**config.mk**
```make
export PLATFORM = sky130hd
export DESIGN_NAME = l2_bus_arbiter_flat
export DESIGN_NICKNAME = d
export VERILOG_FILES = /design/src/rtl/l2_bus_arbiter_if.sv /design/src/rtl/l2_bus_arbiter.sv /design/src/flat_wrapper.sv
export SDC_FILE = /design/constraint.sdc
export NUM_CORES = 1
export LEC_CHECK = 0
export ABC_CLOCK_PERIOD_IN_PS = 2550
export BUFFER_PORTS_ARGS = -buffer_cell sky130_fd_sc_hd__buf_2
export CAP_MARGIN = 10
export CORE_AREA = 4 4 142 144
export CTS_CLUSTER_DIAMETER = 120
export DETAILED_ROUTE_END_ITERATION = 16
export DIE_AREA = 0 0 146 148
export PLACE_DENSITY = 0.52
export SYNTH_ARGS = -nofsm -noshare
export SYNTH_HDL_FRONTEND = slang
export SYNTH_SLANG_ARGS = --single-unit
export TNS_END_PERCENT = 100
```
**constraint.sdc**
```tcl
create_clock -name clk_i -period 2.55 [get_ports clk_i]
set_input_delay 0.51 -clock clk_i [delete_from_list [all_inputs] [get_ports clk_i]]
set_output_delay 0.51 -clock clk_i [all_outputs]
set_load 0.02 [all_outputs]
```
**src/rtl/l2_bus_arbiter_if.sv**
```systemverilog
`default_nettype none
// ============================================================================
// Module : l2_bus_pkg / l2_bus_arbiter_if
// Brief  : L1<->L2 transfer types and the bundled bus seen by the arbiter.
// Rev    : 1.0  initial release
// ============================================================================
package l2_bus_pkg;
  typedef struct packed {
    logic        Valid;
    logic        Wen;
    logic        Src;
    logic [31:0] Addr;
    logic [31:0] WriteD;
  } L1ToL2_t;

  typedef struct packed {
    logic        Ready;
    logic        Dst;
    logic [31:0] ReadD;
  } L2ToL1_t;
endpackage

interface l2_bus_arbiter_if;
  import l2_bus_pkg::*;

  L1ToL2_t InstrReq_i;
  L1ToL2_t DataReq_i;
  L2ToL1_t L2Resp_i;
  L1ToL2_t L2Req_o;
  L1ToL2_t Bus_o;
  L2ToL1_t InstrResp_o;
  L2ToL1_t DataResp_o;

  modport master (
    input  InstrReq_i,
    input  DataReq_i,
    input  L2Resp_i,
    output L2Req_o,
    output Bus_o,
    output InstrResp_o,
    output DataResp_o
  );

  modport slave (
    output InstrReq_i,
    output DataReq_i,
    output L2Resp_i,
    input  L2Req_o,
    input  Bus_o,
    input  InstrResp_o,
    input  DataResp_o
  );
endinterface
`default_nettype wire

```
**src/rtl/l2_bus_arbiter.sv**
```systemverilog
`default_nettype none
// ============================================================================
// Module : l2_bus_arbiter
// Brief  : Shares the L1->L2 bus between instr (Src=0) and data (Src=1) caches.
//          Define ARB_ROUND_ROBIN_EN for round-robin tie-break instead of PRIO_DATA.
// Rev    : 1.0  initial release
// ============================================================================
module l2_bus_arbiter
  import l2_bus_pkg::*;
#(
  parameter bit PRIO_DATA = 1'b1,
  parameter int MAX_HOLD  = 64
) (
  input  wire              clk_i,
  input  wire              rst_i,
  l2_bus_arbiter_if.master bus,
  output logic             err_o
);
  localparam int                 c_cnt_w    = $clog2(MAX_HOLD + 1);
  localparam logic [c_cnt_w-1:0] c_hold_max = c_cnt_w'(MAX_HOLD);

  localparam logic [1:0] c_st_idle    = 2'd0;
  localparam logic [1:0] c_st_grant   = 2'd1;
  localparam logic [1:0] c_st_release = 2'd2;

  logic [1:0]         r_state, w_state_nxt;
  logic               r_owner, w_owner_nxt;
  logic               r_last;
  logic               r_err;
  logic [c_cnt_w-1:0] r_hold, w_hold_nxt;
  logic               w_tie_pick;
  L1ToL2_t            w_own_req, w_req;
  L2ToL1_t            w_iresp, w_dresp;
  logic [2:0]         w_unused_fields;

`ifdef ARB_ROUND_ROBIN_EN
  logic w_unused_prio;
  assign w_tie_pick    = ~r_last;
  assign w_unused_prio = PRIO_DATA;
`else
  logic w_unused_last;
  assign w_tie_pick    = PRIO_DATA;
  assign w_unused_last = r_last;
`endif

  // Incoming Src/Dst fields are replaced by the arbiter's own view of ownership
  assign w_unused_fields = {bus.L2Resp_i.Dst, bus.InstrReq_i.Src, bus.DataReq_i.Src};

  assign w_own_req  = r_owner ? bus.DataReq_i : bus.InstrReq_i;
  assign w_hold_nxt = (r_hold == c_hold_max) ? r_hold : r_hold + 1'b1;

  always_comb begin
    w_state_nxt = r_state;
    w_owner_nxt = r_owner;
    case (r_state)
      c_st_idle: begin
        if (bus.InstrReq_i.Valid || bus.DataReq_i.Valid) begin
          w_state_nxt = c_st_grant;
          if (bus.InstrReq_i.Valid && bus.DataReq_i.Valid) w_owner_nxt = w_tie_pick;
          else                                             w_owner_nxt = bus.DataReq_i.Valid;
        end
      end
      c_st_grant: begin
        if (bus.L2Resp_i.Ready || !w_own_req.Valid) w_state_nxt = c_st_release;
      end
      c_st_release: w_state_nxt = c_st_idle;
      default:      w_state_nxt = c_st_idle;
    endcase
  end

  always_ff @(posedge clk_i) begin
    if (rst_i) begin
      r_state <= c_st_idle;
      r_owner <= 1'b0;
      r_hold  <= '0;
      r_err   <= 1'b0;
      r_last  <= 1'b0;
    end else begin
      r_state <= w_state_nxt;
      r_owner <= w_owner_nxt;
      if (r_state == c_st_grant) begin
        r_hold <= w_hold_nxt;
        if (w_hold_nxt == c_hold_max) r_err <= 1'b1;
      end else if (r_state == c_st_release) begin
        r_hold <= '0;
        r_last <= r_owner;
      end
    end
  end

  // Only GRANT drives the bus or forwards a response; everything else is idle
  always_comb begin
    w_req   = '0;
    w_iresp = '0;
    w_dresp = '0;
    if (r_state == c_st_grant) begin
      w_req     = w_own_req;
      w_req.Src = r_owner;
      if (bus.L2Resp_i.Ready) begin
        if (r_owner) begin
          w_dresp.Ready = 1'b1;
          w_dresp.Dst   = 1'b1;
          w_dresp.ReadD = bus.L2Resp_i.ReadD;
        end else begin
          w_iresp.Ready = 1'b1;
          w_iresp.Dst   = 1'b0;
          w_iresp.ReadD = bus.L2Resp_i.ReadD;
        end
      end
    end
  end

  assign bus.L2Req_o     = w_req;
  assign bus.Bus_o       = w_req;
  assign bus.InstrResp_o = w_iresp;
  assign bus.DataResp_o  = w_dresp;
  assign err_o           = r_err;

endmodule
`default_nettype wire
```
**src/flat_wrapper.sv**
```systemverilog
// flat-port wrapper written by rule: the top's interface ports become plain ports
module l2_bus_arbiter_flat import l2_bus_pkg::*;
#(
  parameter bit PRIO_DATA = 1'b1,
  parameter int MAX_HOLD  = 64
)
  (clk_i, rst_i, err_o, bus_InstrReq_i, bus_DataReq_i, bus_L2Resp_i, bus_L2Req_o, bus_Bus_o, bus_InstrResp_o, bus_DataResp_o);
  l2_bus_arbiter_if bus_i ();
  input  wire clk_i;
  input  wire rst_i;
  output logic err_o;
  input wire logic [$bits(bus_i.InstrReq_i)-1:0] bus_InstrReq_i;
  input wire logic [$bits(bus_i.DataReq_i)-1:0] bus_DataReq_i;
  input wire logic [$bits(bus_i.L2Resp_i)-1:0] bus_L2Resp_i;
  output wire logic [$bits(bus_i.L2Req_o)-1:0] bus_L2Req_o;
  output wire logic [$bits(bus_i.Bus_o)-1:0] bus_Bus_o;
  output wire logic [$bits(bus_i.InstrResp_o)-1:0] bus_InstrResp_o;
  output wire logic [$bits(bus_i.DataResp_o)-1:0] bus_DataResp_o;
  assign bus_i.InstrReq_i = bus_InstrReq_i;
  assign bus_i.DataReq_i = bus_DataReq_i;
  assign bus_i.L2Resp_i = bus_L2Resp_i;
  assign bus_L2Req_o = bus_i.L2Req_o;
  assign bus_Bus_o = bus_i.Bus_o;
  assign bus_InstrResp_o = bus_i.InstrResp_o;
  assign bus_DataResp_o = bus_i.DataResp_o;
  l2_bus_arbiter #(.PRIO_DATA(PRIO_DATA), .MAX_HOLD(MAX_HOLD)) u_core (.clk_i(clk_i), .rst_i(rst_i), .bus(bus_i), .err_o(err_o));
endmodule
```
==> metrics.yaml, run 1 <==
setup_path:
  reg2reg_to: "u_core.r_state[1]"
  required_ps: 2040
  arrival_ps: 1910
  cp-end-kind: "output port"
  rrSetupSlack_ps: 690
  crit_type: "flop to output port"
  worstRegToRegCells: 8
  cp_max_fo: 48
  critPathLaunchType: "flop"
  worstReg2RegStart: "u_core.r_state[1]"
clock_network:
  cts_setup_buffers: 0
  tritoncts: "done"
  cts-buffers-inserted: 3
  clkTransAtPathRegs_ps: 40
  cts-resized-gates: 0
  hold_buffers: 0
  clockBufferDepth: 2
  cts_root_buffer: "clkbuf_16"
  htree_levels: 1
  clock_latency_ps: 240
  cts.sinks: 11
run:
  drv_cap: 0
die:
  ios: 373
  rows: 50
  die_h_um: 148
  die_area_um2: 21600
  start_util: 0.144
  die_w_um: 146
  core_area_um2: 18700
route:
  drt-total-wl_um: 13300
  drt-pass1-iter-count: 4
  vias: 3577
  ant_nets: 0
  drc_errors: 0
  wl_per_cell_um: 14.7
  drtIter0Drc: 90
  vias_per_cell: 3.96
placement:
  pre_cts_ws_ps: 434
  gp_congestion: 0.770
  dpl_cell_area_um2: 4280
  numPortBuffers: 368
  hpwlAfterDp_um: 11800
worst_hold_path:
  hold_depth: 2
  min_path_type: "flop to flop"
  hp-start: "u_core.err_o"
  hold_end: "u_core.err_o"
logic_synthesis:
  syn_inst: 383
  synth_seq_cells: 11
  avgSynthCellArea_um2: 7.01
  synthArstFlopShare: 0
  synth_edf_count: 0
  synth-compound-area-share: 0.0596
  syn_nets: 557
  synth_cell_types: 40
  synth_top_family_by_area: "simple AND/OR/NAND/NOR gates"
  seq_area_frac_synth: 0.0820
  synth_warnings: 0
  syn-cell-area_um2: 2690
  synth_fa_ha_area_frac: 0.0186
  ys.flop_type: "dfxtp_1"
  synthSimpleGateAreaFrac: 0.332
  synthXorXnorAreaFrac: 0.00326
  muxShareOfSynthArea: 0.253
global_route:
  grt_start_max_net_pins: 49
  track_usage: 0.109
  gr-total-overflow: 0
  grt_pass1_wl_um: 18800
  grt_antenna_before_repair: 0
  grt_pass1_vias: 3401
timing:
  tns_ps: 0
  finalCriticalPeriod_ps: 2420
  maxSlewViolCount: 0
  setup_viol: 0
  final_hold_viol_count: 0
  min_period_over_period: 0.948
  fin_skew_ps: 1.60
  rsz0062_at_grt: "no"
  fin_ws_ps: 132
  fmax_ghz: 0.414
final_layout:
  diodes: 0
  area_delta_synth_final_pct: 62.4
  nNetsFinal: 844
  layout_common_cells: "buf_2 (368), nor2_1 (75), mux2i_1 (68)"
  final_common_cell: "buf_2"
  drive_above_1_share: 0.581
  post-route-cell-area_um2: 4360
power:
  p_leak_uw: 0.00262
  p_per_area_nw_per_um2: 391
  ir_drop_mv: 0.157
status:
  outcome: "completed"
[power breakdown]
| group | internal (uW) | leakage [uW] | total, uW | switching [uW] |
|---|---|---|---|---|
| registers | 181 | 0.0000899 | 200 | 18.8 |
| logic | 451 | 0.00249 | 1220 | 767 |
| clock network | 210 | 0.0000382 | 289 | 78.7 |
| total | 842 | 0.00262 | 1710 | 865 |
[how the worst max path moves through the flow]
stage / start / to / slack [ps] / cells after the start
after CTS: u_core.r_state[1] / bus_L2Req_o[65] / 170 / 7
after floorplan: u_core.r_state[1] / bus_L2Req_o[25] / 250 / 8
after global routing: u_core.r_state[1] / bus_L2Req_o[28] / 20 / 7
final: u_core.r_state[1] / bus_L2Req_o[32] / 130 / 7
after detailed placement: u_core.r_state[1] / bus_L2Req_o[65] / 430 / 7
after global placement: u_core.r_state[1] / bus_Bus_o[28] / 440 / 7
[critical path: stages (launching register included)]
cell     delay [ps]
dfxtp_1         300
inv_1            70
ha_1            320
buf_4           200
inv_2            50
buf_12          170
nor2_1          290
buf_2           230
[routing by layer]
layer | share of wire | vias to the layer above | global-route usage
met1 | 0.38 | 1584 | 0.123
met4 | 0.0062 | 0 | 0.0169
met2 | 0.52 | 229 | 0.208
met3 | 0.10 | 5 | 0.0270
li1 | - | 1759 | -
met5 | 0 | - | 0
[through the flow]
stage	util	cells	power [uW]	hold WS, ps
floorplan	-	383	1080	464
global placement	0.229	899	1430	462
detailed placement	0.229	899	1440	460
CTS	0.233	903	1730	472
global route	0.233	903	1830	481
finish	0.233	903	1710	469
[cells by family (layout without fill, tap and decap cells)]
group	count (synthesis)	count (layout)
other	1	1
flip-flops	11	11
AO/OA/AOI/OAI	22	22
multiplexers	68	68
AND/OR/NAND/NOR	174	174
buffers and inverters	102	388
adder cells (fa/ha/maj)	4	4
XOR/XNOR	1	1
[synthesized netlist by cell type, types with 2 or more instances]
library cell  count  share of area
nor2_1           75           0.10
mux2i_1          68           0.25
buf_6             2         0.0084
dfxtp_1          11          0.082
nand3_1           4         0.0075
and2_1           65           0.15
buf_1             2         0.0028
buf_2             6          0.011
o21a_1            3         0.0084
ha_1              4          0.019
a21oi_1           5         0.0093
nand2b_1          2         0.0047
nor3_1            7          0.013
buf_4            71           0.20
inv_1             6         0.0084
nand2_1          11          0.015
o21ai_0           4         0.0075
a32oi_1           2         0.0065
clkbuf_1         14          0.020
[layout make-up]
class                      instances  area (um2)
fill                            2111       14300
timing repair buffer             377        1950
multi-input combinational        270        1790
tap                              234         293
sequential                        11         224
clock buffer                       4        78.8
inverter                           7        26.3
[registers in the layout (all words and copies together) (netlist names)]
signal          count
u_core.err_o        1
u_core.r_state      2
u_core.r_hold       7
u_core.r_owner      1
Power figures use the tool's default switching activity.
==> inputs of run 2 (changes only) <==
==> constraint.sdc (replaced) <==
create_clock -name clk_i -period 2.55 [get_ports clk_i]
set_input_delay 0.255 -clock clk_i [delete_from_list [all_inputs] [get_ports clk_i]]
set_output_delay 0.255 -clock clk_i [all_outputs]
set_load 0.02 [all_outputs]
==> run 2 against run 1 <==
  * Sequential power hardly changed
  * Final cell count is 0.22% lower
  * Via count is 0.89% lower
  * Global-route usage is 0.083 points lower
  * Sequential share of layout area hardly changed
  * Core utilization is 0.15 points lower
  * Design area is 0.63% lower
  * Wire length is 1.0% lower
  * Worst hold slack worse by 130 ps
  * Power is 1.2% lower
  * Worst setup slack better by 410 ps
  * Register-to-register slack better by 210 ps
==> metrics.yaml, run 2 (synthesized netlist as in run 1, its figures left out) <==
status:
  outcome: "completed"
power:
  p_leak_uw: 0.00261  # -0.47%
  power.internal_uw: 834  # -0.95%
  pwr-share-clk: 0.169  # about the same
  power_frac_seq: 0.118  # about the same
  netSwitchingFraction: 0.505  # -0.00126
  ir_drop_mv: 0.216  # +38%
  switchingPower_uw: 852  # -1.5%
  pwr-share-comb: 0.713  # about the same
  p_per_area_nw_per_um2: 389  # -0.58%
placement:
  gp_congestion: 0.749  # -2.8%
  hpwlAfterDp_um: 11800  # -0.34%
  dpl_cell_area_um2: 4260  # -0.64%
  placed_cells: 897  # -0.22%
  pre_cts_ws_ps: 768  # +334 ps
  numPortBuffers: 368  # unchanged
die:
  die_h_um: 148  # unchanged
  die_w_um: 146  # unchanged
  core_area_um2: 18700  # unchanged
  die_area_um2: 21600  # unchanged
  ios: 373  # unchanged
  start_util: 0.144  # unchanged
  rows: 50  # unchanged
timing:
  finalCriticalPeriod_ps: 2010  # -410 ps
  final_hold_viol_count: 0  # unchanged
  maxSlewViolCount: 0  # unchanged
  fin_ws_ps: 542  # +410 ps
  fin_hold_ws_ps: 336  # -133 ps
  tns_ps: 0  # unchanged
  rsz0062_at_grt: "no"
  setup_viol: 0  # unchanged
  fin_skew_ps: 2.19  # +0.586 ps
  min_period_over_period: 0.788  # -0.161
  fmax_ghz: 0.498  # +20%
global_route:
  gr-total-overflow: 0  # unchanged
  grt_start_max_net_pins: 58  # +18%
  grt_pass1_vias: 3422  # +0.62%
  track_usage: 0.108  # -0.000830
  grt_pass1_wl_um: 18700  # -0.37%
  grt_antenna_before_repair: 2  # +2
final_layout:
  largest_register: "u_core.r_hold"
  diodes: 0  # unchanged
  area_delta_synth_final_pct: 61.4
  largest_register_ffs: 7  # unchanged
  post-route-cell-area_um2: 4340  # -0.63%
  layout_common_cells: "buf_2 (368), nor2_1 (75), mux2i_1 (68)"
  final_common_cell: "buf_2"
  nNetsFinal: 842  # -0.24%
  fin_cells: 901  # -0.22%
  drive_above_1_share: 0.580  # -0.00125
  reg.largest.list: "u_core.r_hold (7), u_core.r_state (2)"
worst_hold_path:
  min_path_type: "input port to flop"
setup_path:
  path_buf_inv: 4  # -1
  arrival_ps: 1750  # -160 ps
  cpMaxStageDelayCell: "dfxtp_1"
  cp_max_fo: 33  # -31%
  cp-end-kind: "output port"
  path_delay_family: "buffers and inverters"
  crit_chain: "inv_1 -> ha_1 -> buf_4 -> nand2_1 -> nor2_1 -> buf_4 -> and2_1 -> buf_2"
  crit_type: "flop to output port"
  slowest_delay_ps: 300  # -20 ps
  critPathLaunchType: "flop"
  cpMostUsedCell: "buf_4"
  required_ps: 2300  # +260 ps
route:
  vias_per_cell: 3.93  # -0.67%
  drt-total-wl_um: 13200  # -1.0%
  ant_nets: 0  # unchanged
  drc_errors: 0  # unchanged
  drt-pass1-iter-count: 5  # +1
  drtIter0Drc: 98  # +8.9%
  wl_per_cell_um: 14.6  # -0.78%
  vias: 3545  # -0.89%
run:
  drv_cap: 0  # unchanged
clock_network:
  tritoncts: "done"
  clockBufferDepth: 2  # unchanged
  htree_levels: 1  # unchanged
  clock_latency_ps: 240  # about the same
  cts_setup_buffers: 0  # unchanged
  clkTransAtPathRegs_ps: 40  # about the same
  cts.sinks: 11  # unchanged
  cts_root_buffer: "clkbuf_16"
  hold_buffers: 0  # unchanged
  cts-resized-gates: 0  # unchanged
  cts-buffers-inserted: 3  # unchanged
## run 2: layout make-up
class	instances	area, um2
multi-input cells	270	1790
flip-flops and latches	11	224
clock buffers	4	78.8
inverters	7	26.3
fillers	2074	14400
repair buffers	375	1920
well taps	234	293
## run 2: worst paths after layout
kind	from	to	slack, ps	cells past startpoint
max	u_core.r_state[1]	bus_InstrResp_o[11]	540	8
min	rst_i	u_core.r_state[1]	340	2
max reg2reg	u_core.r_hold[2]	u_core.err_o	900	4
min reg2reg	u_core.err_o	u_core.err_o	470	2
## run 2: per-stage QoR
step	util	total power (uW)
6_report	0.232	1690
5_1_grt	0.232	1810
4_1_cts	0.232	1720
3_5_place_dp	0.228	1420
3_3_place_gp	0.228	1420
2_1_floorplan	-	1080
## run 2: per-layer routing
layer / part of all wire / global-route usage / vias up
met5: 0.0021 / 0 / -
met1: 0.37 / 0.118 / 1530
li1: - / - / 1757
met4: 0.012 / 0.0212 / 4
met3: 0.11 / 0.0288 / 12
met2: 0.51 / 0.209 / 242
## run 2: power groups by stage
stage	Combinational (uW)	Clock, uW	Sequential, uW
floorplan	893	0	188
global placement	1220	0	203
detailed placement	1220	0	203
CTS	1220	294	200
global route	1300	302	201
finish	1200	284	199
## run 2: worst reg2reg max path: cells and delay by family, from the launching register on
| family | cells | cell delay (ps) |
|---|---|---|
| flip-flops | 1 | 390 |
| AND/OR/NAND/NOR | 2 | 770 |
| AO/OA/AOI/OAI | 2 | 370 |
